## src/rtl/pixel_row_output_buffer.sv

```systemverilog
// Two-slot ping-pong row buffer. Rows arrive whole on ROW_LOAD and leave as
// BUS_PIXELS-wide beats over a valid/ready bus, in load order.
module pixel_row_output_buffer #(
    parameter int WIDTH      = 4,
    parameter int HEIGHT     = 4,
    parameter int PIXEL_BITS = 8,
    parameter int BUS_PIXELS = 2
) (
    input  logic                                SYSTEM_CLK,
    input  logic                                RESET,
    input  logic                                ROW_LOAD,
    input  logic [$clog2(HEIGHT):0]             ROW_INDEX,
    input  logic [WIDTH*PIXEL_BITS-1:0]         ROW_DATA,
    output logic                                ROW_READY,
    output logic [BUS_PIXELS*PIXEL_BITS-1:0]    BUS_DATA,
    output logic                                BUS_VALID,
    input  logic                                BUS_READY,
    output logic [$clog2(HEIGHT):0]             BUS_ROW,
    output logic                                BUS_LAST,
    output logic                                FRAME_DONE,
    output logic                                OVERRUN
);

    localparam int BEATS = WIDTH / BUS_PIXELS;
    localparam int IDXW  = $clog2(HEIGHT) + 1;
    localparam int ROWW  = WIDTH * PIXEL_BITS;
    localparam int BUS_W = BUS_PIXELS * PIXEL_BITS;
    localparam int BW    = (BEATS > 1) ? $clog2(BEATS) : 1;

    logic [ROWW-1:0]  r_slot_data [2];
    logic [IDXW-1:0]  r_slot_idx  [2];
    logic [1:0]       r_count;
    logic             r_wr_ptr;
    logic             r_rd_ptr;
    logic [BW-1:0]    r_beat;
    logic             r_overrun;
    logic             r_frame_done;

    logic             w_ready;
    logic             w_valid;
    logic             w_last_beat;
    logic             w_xfer;
    logic             w_pop;
    logic             w_load_acc;
    logic             w_load_drop;
    logic [BUS_W-1:0] w_bus_data;

    // Handshake decode from registered occupancy; a load is judged against the
    // pre-edge count, so a drop still happens when a pop lands on the same edge.
    always_comb begin
        w_ready     = (r_count != 2'd2);
        w_valid     = (r_count != 2'd0);
        w_last_beat = (r_beat == BW'(BEATS - 1));
        w_xfer      = w_valid && BUS_READY;
        w_pop       = w_xfer && w_last_beat;
        w_load_acc  = ROW_LOAD && w_ready;
        w_load_drop = ROW_LOAD && !w_ready;
    end

    // Select the current beat out of the read slot; zero when nothing is held.
    always_comb begin
        w_bus_data = '0;
        for (int unsigned b = 0; b < BEATS; b++) begin
            if (r_beat == BW'(b)) begin
                w_bus_data = r_slot_data[r_rd_ptr][b*BUS_W +: BUS_W];
            end
        end
        if (!w_valid) begin
            w_bus_data = '0;
        end
    end

    // Row storage; contents are meaningless while the slot is not counted.
    always_ff @(posedge SYSTEM_CLK) begin
        if (w_load_acc) begin
            r_slot_data[r_wr_ptr] <= ROW_DATA;
            r_slot_idx[r_wr_ptr]  <= ROW_INDEX;
        end
    end

    // Occupancy, pointers, beat counter and status flags.
    always_ff @(posedge SYSTEM_CLK or posedge RESET) begin
        if (RESET) begin
            r_count      <= '0;
            r_wr_ptr     <= 1'b0;
            r_rd_ptr     <= 1'b0;
            r_beat       <= '0;
            r_overrun    <= 1'b0;
            r_frame_done <= 1'b0;
        end else begin
            case ({w_load_acc, w_pop})
                2'b10:   r_count <= r_count + 2'd1;
                2'b01:   r_count <= r_count - 2'd1;
                default: r_count <= r_count;
            endcase

            if (w_load_acc) begin
                r_wr_ptr <= ~r_wr_ptr;
            end

            if (w_xfer) begin
                if (w_last_beat) begin
                    r_beat   <= '0;
                    r_rd_ptr <= ~r_rd_ptr;
                end else begin
                    r_beat <= r_beat + 1'b1;
                end
            end

            if (w_load_drop) begin
                r_overrun <= 1'b1;
            end

            r_frame_done <= w_pop && (r_slot_idx[r_rd_ptr] == IDXW'(HEIGHT - 1));
        end
    end

    assign ROW_READY  = w_ready;
    assign BUS_VALID  = w_valid;
    assign BUS_DATA   = w_bus_data;
    assign BUS_ROW    = w_valid ? r_slot_idx[r_rd_ptr] : '0;
    assign BUS_LAST   = w_valid && w_last_beat;
    assign FRAME_DONE = r_frame_done;
    assign OVERRUN    = r_overrun;

endmodule

```

## config.mk

```make
export PLATFORM = sky130hd
export DESIGN_NAME = pixel_row_output_buffer
export DESIGN_NICKNAME = d
export VERILOG_FILES = /design/src/rtl/pixel_row_output_buffer.sv
export SDC_FILE = /design/constraint.sdc
export NUM_CORES = 1
export LEC_CHECK = 0
export CORE_ASPECT_RATIO = 0.75
export CORE_MARGIN = 10
export CORE_UTILIZATION = 45
export CTS_CLUSTER_SIZE = 40
export DETAILED_ROUTE_END_ITERATION = 10
export HOLD_SLACK_MARGIN = 0.06
export PLACE_DENSITY = 0.79
export SLEW_MARGIN = 20
export SYNTH_ARGS = -nofsm -noshare
export SYNTH_HDL_FRONTEND = slang
export SYNTH_SLANG_ARGS = --single-unit
```

## constraint.sdc

```tcl
create_clock -name SYSTEM_CLK -period 4.7 [get_ports SYSTEM_CLK]
set_clock_uncertainty 0.15 [all_clocks]
set_input_delay 0.94 -clock SYSTEM_CLK [delete_from_list [all_inputs] [get_ports SYSTEM_CLK]]
set_output_delay 0.94 -clock SYSTEM_CLK [all_outputs]
set_load 0.005 [all_outputs]
```

== Yosys cells after proc, flatten, opt, wreduce, memory -nomap -nowiden ==
Memory sizes are Yosys's and may differ from the RTL's.
Cells that the tools add are included.
Word-level totals
  register bits after elaboration: 7
  bits in writable memories: 70
  bits of input ports: 39
  output and inout bits: 24
  logic and storage cells: 34
  memories kept: 2
Cells by class
  add/sub/neg operators: 3
  eq/ne operators: 4
  multiplexer cells: 7
  bitwise logic cells: 2
  reduce and logical (&&, ||, !) cells: 10
Memories
  r_slot_data: depth 2, bits a word 32, read ports 1, clocked after memory_dff 0, write ports 1, RTL line 30  | logic [ROWW-1:0] r_slot_data [2];
  r_slot_idx: depth 2, bits a word 3, read ports 1, clocked after memory_dff 0, write ports 1, RTL line 31  | logic [IDXW-1:0] r_slot_idx [2];
Operator list (number)
  16-bit two-way mux: 2
  1-bit logical AND: 6
  2-bit case mux with 2 select lines: 1
  2-bit nonzero test: 2
  3-bit by 2-bit equality test with 1-bit output, second input constant: 1
  1-bit two-way mux: 3
  3-bit two-way mux: 1
  2-bit by 1-bit adder with 2-bit output, second input constant: 1
  2-bit by 1-bit equality test with 1-bit output, second input constant: 1
  2-bit equality test, second input constant: 1
  2-bit inequality test, second input constant: 1
  1-bit NOT: 2
  2-bit AND reduction: 1
  2-bit by 1-bit subtractor with 2-bit output, second input constant: 1
  1-bit adder, second input constant: 1
  1-bit zero test: 1

== Depth between registers and ports, before layout ==
Gate-level depths: netlist of run 1.
  word-level depth: 5
  depth in mapped cells: 9
  mapped depth without buffers: 8

== Worst setup path before layout of run 1 ==
Ideal clock, no wire load.
  path type: input to register
  start point: input ROW_LOAD
  end point: memory r_slot_data[0][0] (netlist bit) (enable)
  library setup time: 0.427 ns
  arrival: 2.513 ns
  required time: 4.123 ns
  slack: 1.610 ns
  stages on the path: 2
  buffers on the path: 0
  path through: nand2_1 -> nor2_1
Between the ends
  word-level cells in the longest chain between the ends: 3
Ends and longest elaborated chain
  from (decl): RTL line 11  | input logic ROW_LOAD,
  1-bit logical AND: RTL line 56  | w_load_acc = ROW_LOAD && w_ready;
  1-bit two-way mux: RTL line 75  | if (w_load_acc) begin
  1-bit two-way mux (not written as such): RTL line 76  | r_slot_data[r_wr_ptr] <= ROW_DATA;
  to (decl): RTL line 30
Every way passes these cells.

== Worst setup path after layout of run 1 ==
  start point: register r_rd_ptr
  end point: output BUS_DATA[10]
Between the ends
  word-level cells in the longest chain between the ends: 3
Ends and longest elaborated chain
  from (decl): RTL line 34  | logic r_rd_ptr;
  from (signal assigned): RTL line 104  | r_rd_ptr <= ~r_rd_ptr;
  memory 2 x 32 bit
  16-bit two-way mux: RTL line 64  | if (r_beat == BW'(b)) begin
  16-bit two-way mux: RTL line 68  | if (!w_valid) begin
  to (decl): RTL line 15  | output logic [BUS_PIXELS*PIXEL_BITS-1:0] BUS_DATA,
Every way passes these cells.

==> reports/results.ini, run 1 <==
[route]
post-route-drc-count = 0
avgRoutedWirePerCell_um = 18.2
ant_nets = 0
wl_um = 5430
vias_per_cell = 4.93
dr.first_iter.drc_count = 53
firstDrtPassIters = 4
vias = 1474

[grt]
antenna_found_initial = 0
grt_pass1_wl_um = 9080
grt_usage = 0.114
first_global_vias = 1696
grt-ovfl-total = 0
grt_max_degree = 36

[finish]
multiInputGateArea_um2 = 658
drive_above_1_share = 0.147
nNetsFinal = 253
n_antenna_cell = 0
seqCellArea_um2 = 2280
areaGrowthSynthToFinish_pct = 31.4
final_core_util = 0.614
nFillCells = 484

[cts]
ctsResizeCount = 0
cts-buffers-inserted = 9
clock_latency_ns = 0.33
post_cts_buffers = 0
clock-sinks = 77
hold_buffers = 0
clk_path_buf_depth = 2
clockRootBuffer = clkbuf_8
cts_tree = yes
htreeDepth = 3
clk_pin_slew_ns = 0.08

[synth]
synth_cell_types = 22
ys_ff_latch = 77
netlist_instances = 145
synth_nets = 185
netlist_area_um2 = 2980
synth_edf_count = 70
synth_area_leaders = edfxtp_1, mux4_2, dfrtp_1
ys_seq_area_frac = 0.764
yosysWarnings = 0
synthArstFlopShare = 0.0909
synth_top_area_cell = edfxtp_1
avgSynthCellArea_um2 = 20.6
synth_commonest_cells = edfxtp_1, and2_1, mux4_2, dfrtp_1, nor2_1
yosysMostFrequentCell = edfxtp_1
synth_top_area_share = 0.705
synth_flop_cell = edfxtp_1

[critical_path]
cp_max_fo = 15
crit_arrival_ns = 2.68
cp_data_required_time_ns = 3.61
path_class = reg -> out
start_kind = register
worst_setup_path_end_kind = output pin

[floorplan]
die_w_um = 114
core_area_um2 = 6380
die_area_um2 = 10300
dieHeight_um = 90.5
start_util = 0.467
rows = 25
ios = 63

[flow_run]
cap_violations = 0

[timing]
finalCriticalPeriod_ns = 3.77
fmaxAchievable_mhz = 265
slew_headroom = 0.328
worst_pin_slew_ns = 1.01
setup_tns_ns = 0
finalSetupViolCount = 0
report.final.slew_viol_count = 0
layout_worst_path_cycle_share = 0.803
hold_viol_final = 0
rsz0062_at_grt = false

[outcome]
status = finished, final reports clean

[power]
p_per_area_nw_per_um2 = 622
p_sw_w = 0.000636
max-vdd-ir-drop_mv = 0.467
pwr-share-comb = 0.334
pwr-share-seq = 0.429
pwr-share-clk = 0.236
power_leakage_nw = 1.34
switching_share = 0.261
p_int_w = 0.00180

[placement]
gp_congestion = 0.697
io_buffer_count = 62
dp_hpwl_um = 3770

[hold_path]
hold_class = reg -> reg

## layout make-up
cell class,count,area share
inverters,4,0.00383
repair buffers,63,0.160
clock buffers,10,0.0326
flip-flops and latches,77,0.581
well taps,81,0.0259
multi-input cells,58,0.168
clock inverters,6,0.0284
## critical path, cell delays in order, from the launching register on
cell,delay [ns]
dfrtp_1,0.86
buf_4,0.34
mux4_2,0.51
and2_1,0.18
clkdlybuf4s50_1,0.46
## power by group through the flow
stage | sequential (W) | clock (W) | combinational, W
floorplan | 0.000991 | 0 | 0.000496
global placement | 0.00106 | 0 | 0.000824
detailed placement | 0.00107 | 0 | 0.000834
CTS | 0.00105 | 0.000591 | 0.000838
global route | 0.00107 | 0.000623 | 0.000905
finish | 0.00105 | 0.000576 | 0.000815
## path summary, 6_finish.rpt
| path | to | cells after the start | from | slack (ns) |
|---|---|---|---|---|
| hold reg to reg | OVERRUN$_DFFE_PP0P_ | 1 | OVERRUN$_DFFE_PP0P_ | 0.34 |
| setup / recovery | BUS_DATA[10] | 4 | r_rd_ptr$_DFFE_PP0P_ | 0.93 |
| max in group asynchronous | r_wr_ptr$_DFFE_PP0N_ | 2 | RESET | 3.50 |
| setup reg to reg | r_slot_data[0][17]$_DFFE_PP_ | 3 | r_count[0]$_DFFE_PP0P_ | 2.60 |
| min in group asynchronous | OVERRUN$_DFFE_PP0P_ | 2 | RESET | 0.68 |
| hold / removal | OVERRUN$_DFFE_PP0P_ | 1 | OVERRUN$_DFFE_PP0P_ | 0.34 |
## per-stage QoR
| step | hold slack (ns) | std cells | instance area (µm²) | setup slack, ns | total power (W) |
|---|---|---|---|---|---|
| floorplan | 0.310 | 145 | 2980 | 1.61 | 0.00149 |
| global placement | 0.310 | 283 | 3680 | 1.26 | 0.00188 |
| detailed placement | 0.321 | 283 | 3680 | 1.24 | 0.00190 |
| CTS | 0.343 | 299 | 3920 | 0.852 | 0.00248 |
| global route | 0.361 | 299 | 3920 | 0.737 | 0.00260 |
| finish | 0.341 | 299 | 3920 | 0.927 | 0.00244 |
## cells in the final DEF, fill, tap and decap left out
cell             netlist  final
edfxtp_1              70     70
clkdlybuf4s50_1        0     62
and2_1                17     17
mux4_2                14     14
clkbuf_8               0      9
dfrtp_1                7      7
nor2_1                 6      5
xnor2_1                5      5
inv_1                  4      4
mux2i_1                3      3
bufinv_16              0      3
nand2_1                2      2
mux4_1                 2      2
nand3_1                1      1
nand2b_1               1      1
xor2_1                 1      1
nor2_4                 0      1
nand4b_1               1      1
nand4bb_1              1      1
a21oi_1                1      1
and3_2                 0      1
o21bai_1               1      1
ha_1                   1      1
clkinv_2               0      1
clkinv_4               0      1
clkinvlp_4             0      1
clkbuf_1               2      1
buf_4                  0      1
## sequential cells by signal (all words and copies together) (netlist names)
name,count
r_slot_data,64
r_slot_idx,6
r_count,2
FRAME_DONE,1
OVERRUN,1
r_beat,1
r_rd_ptr,1
r_wr_ptr,1
## routing by layer
metal | vias up | share of wire | track usage
met5 | - | 0 | 0
li1 | 701 | - | -
met1 | 708 | 0.46 | 0.140
met3 | 5 | 0.087 | 0.0551
met4 | 0 | 0.0074 | 0.0375
met2 | 60 | 0.45 | 0.172
## kinds of logic (layout without fill, tap and decap cells)
family          Yosys count  in the layout  share of synthesized area
flops                    77             77                      0.764
simple gates             30             30                     0.0583
mux                      19             19                      0.133
buf+inv                  10             83                     0.0185
xor+xnor                  6              6                     0.0176
compound gates            2              2                    0.00420
fa+ha+maj                 1              1                    0.00420
Note: power is estimated with default switching activity, not from simulation.
==> run 2: changes to the inputs <==
--- a/config.mk
+++ b/config.mk
@@ -11,7 +11,7 @@
 export CTS_CLUSTER_SIZE = 40
 export DETAILED_ROUTE_END_ITERATION = 10
 export HOLD_SLACK_MARGIN = 0.06
-export PLACE_DENSITY = 0.79
+export PLACE_DENSITY = 0.82
 export SLEW_MARGIN = 20
 export SYNTH_ARGS = -nofsm -noshare
 export SYNTH_HDL_FRONTEND = slang
==> constraint.sdc (replaced) <==
create_clock -name SYSTEM_CLK -period 3.2 [get_ports SYSTEM_CLK]
set_clock_uncertainty 0.15 [all_clocks]
set_input_delay 0.64 -clock SYSTEM_CLK [delete_from_list [all_inputs] [get_ports SYSTEM_CLK]]
set_output_delay 0.64 -clock SYSTEM_CLK [all_outputs]
set_load 0.005 [all_outputs]
==> run 2 against run 1 <==
Compared with the run above:
- sequential power increased by 39%
- first-iteration DRC count increased by 19%
- power rose by 53%
- clock power up 63%
- non-clock buffer count grew 4
- final area is 2.1% higher
- hold slack worse by 0.0089 ns
- clock-buffer cell count is 2 higher
- setup slack got worse by 0.61 ns
- global-route usage increased by 0.092 points
- largest power group unchanged
- critical path type unchanged
- cell count up 1.3%
==> reports/results.ini, run 2 (same netlist as run 1, synthesis figures left out) <==
[critical_path]
crit_chain = buf_4 > mux4_1 > and2_1 > clkdlybuf4s50_1
worst_setup_path_end_kind = output pin
start_kind = register
reg2reg_depth = 7  ; +4
cp_slowest_cell = mux4_1
path_class = reg -> out
cp_data_required_time_ns = 2.41  ; -1.20 ns
cp_max_fo = 11  ; -4
crit_buf_inv = 2  ; unchanged
rr_startpoint = r_count[0]$_DFFE_PP0P_
max_stage_delay_ns = 0.55  ; -0.31 ns
crit_arrival_ns = 2.09  ; -0.59 ns
rrSetupSlack_ns = 1.05  ; -1.55 ns
critPathTopFamily = buffers and inverters
r2r_end = r_count[1]$_DFFE_PP0P_

[finish]
final_cells = 303  ; +1.3%
n_antenna_cell = 0  ; unchanged
drive_above_1_share = 0.158  ; +0.0109
nNetsFinal = 257  ; +1.6%
nFillCells = 472  ; -2.5%
top_register = r_slot_data
largest_reg_flops = 64  ; unchanged
seqCellArea_um2 = 2280  ; unchanged
multiInputGateArea_um2 = 658  ; unchanged
layout_commonest_cell = edfxtp_1
areaGrowthSynthToFinish_pct = 34.2
top_regs = r_slot_data: 64 flops, r_slot_idx: 6 flops, r_count: 2 flops
final_cell_mix = edfxtp_1, clkdlybuf4s50_1, and2_1

[cts]
htreeDepth = 3  ; unchanged
clk_pin_slew_ns = 0.08  ; about the same
cts-buffers-inserted = 9  ; unchanged
clock-sinks = 77  ; unchanged
clock_latency_ns = 0.35  ; +0.02 ns
clk_path_buf_depth = 2  ; unchanged
hold_buffers = 0  ; unchanged
cts_tree = yes
post_cts_buffers = 0  ; unchanged
ctsResizeCount = 0  ; unchanged
clockRootBuffer = clkbuf_8

[timing]
setup_tns_ns = 0  ; unchanged
fmaxAchievable_mhz = 347
report.final.slew_viol_count = 0  ; unchanged
rsz0062_at_grt = false
hold_viol_final = 0  ; unchanged
finalCriticalPeriod_ns = 2.88
finalSetupViolCount = 0  ; unchanged
worst_pin_slew_ns = 0.619  ; -0.387 ns
layout_worst_path_cycle_share = 0.899
slew_headroom = 0.586  ; +0.258

[route]
ant_nets = 0  ; unchanged
post-route-drc-count = 0  ; unchanged
wl_um = 5590  ; +3.1%
vias = 1543  ; +4.7%
avgRoutedWirePerCell_um = 18.5  ; +1.7%
dr.first_iter.drc_count = 63  ; +19%
vias_per_cell = 5.09  ; +3.3%
firstDrtPassIters = 4  ; unchanged

[floorplan]
start_util = 0.467  ; unchanged
die_w_um = 114  ; unchanged
die_area_um2 = 10300  ; unchanged
ios = 63  ; unchanged
rows = 25  ; unchanged
core_area_um2 = 6380  ; unchanged
dieHeight_um = 90.5  ; unchanged

[placement]
placedCellCount = 287  ; +1.4%
io_buffer_count = 62  ; unchanged
gp_congestion = 0.676  ; -3.1%
dp_hpwl_um = 3940  ; +4.6%

[grt]
grt_pass1_wl_um = 8940  ; -1.6%
grt_max_degree = 36  ; unchanged
first_global_vias = 1690  ; -0.35%
grt_usage = 0.115  ; +0.000917
antenna_found_initial = 0  ; unchanged
grt-ovfl-total = 0  ; unchanged

[outcome]
status = finished, final reports clean

[power]
max-vdd-ir-drop_mv = 0.597  ; +28%
power_leakage_nw = 1.38  ; +3.1%
p_per_area_nw_per_um2 = 931  ; +50%
p_total_w = 0.00373  ; +53%

[hold_path]
hold_class = reg -> reg
min_path_cells = 1  ; unchanged
hp-start = OVERRUN$_DFFE_PP0P_
whs_endpoint = OVERRUN$_DFFE_PP0P_

[flow_run]
cap_violations = 0  ; unchanged

## run 2: worst max path at each step
stage	cells past startpoint	startpoint	endpoint	slack [ns]
final	4	r_rd_ptr$_DFFE_PP0P_	BUS_DATA[15]	0.32
after global routing	4	r_rd_ptr$_DFFE_PP0P_	BUS_DATA[14]	0.17
after CTS	4	r_rd_ptr$_DFFE_PP0P_	BUS_DATA[0]	0.26
after detailed placement	4	r_rd_ptr$_DFFE_PP0P_	BUS_DATA[14]	0.67
after global placement	4	r_rd_ptr$_DFFE_PP0P_	BUS_DATA[0]	0.67
after floorplan	2	ROW_LOAD	r_slot_data[0][0]$_DFFE_PP_	0.41
## run 2: power by group
| part | switching [W] | total [W] | internal (W) |
|---|---|---|---|
| Combinational | 0.000530 | 0.00133 | 0.000797 |
| Clock | 0.000321 | 0.000940 | 0.000619 |
| Sequential | 0.0000848 | 0.00146 | 0.00137 |
## run 2: cell type report
cell class / instances / share of cell area
inverter: 4 / 0.00375
timing repair buffer: 67 / 0.171
tap: 81 / 0.0253
clock inverter: 4 / 0.0300
multi-input combinational: 58 / 0.165
clock buffer: 12 / 0.0363
sequential: 77 / 0.569
## run 2: layer usage
metal	vias to the layer above	GRT usage	wire, µm
met5	-	0	0
met4	0	0.0604	122
met2	57	0.161	2500
met1	762	0.133	2340
met3	10	0.0710	631
li1	714	-	-
## run 2: through the flow
step | hold WS (ns) | util | cell area (µm²) | setup WS [ns]
final | 0.333 | 0.627 | 4000 | 0.322
after global routing | 0.374 | 0.627 | 4000 | 0.174
after CTS | 0.332 | 0.627 | 4000 | 0.263
after detailed placement | 0.313 | 0.585 | 3730 | 0.670
after global placement | 0.310 | 0.585 | 3730 | 0.670
after floorplan | 0.293 | - | 2980 | 0.410
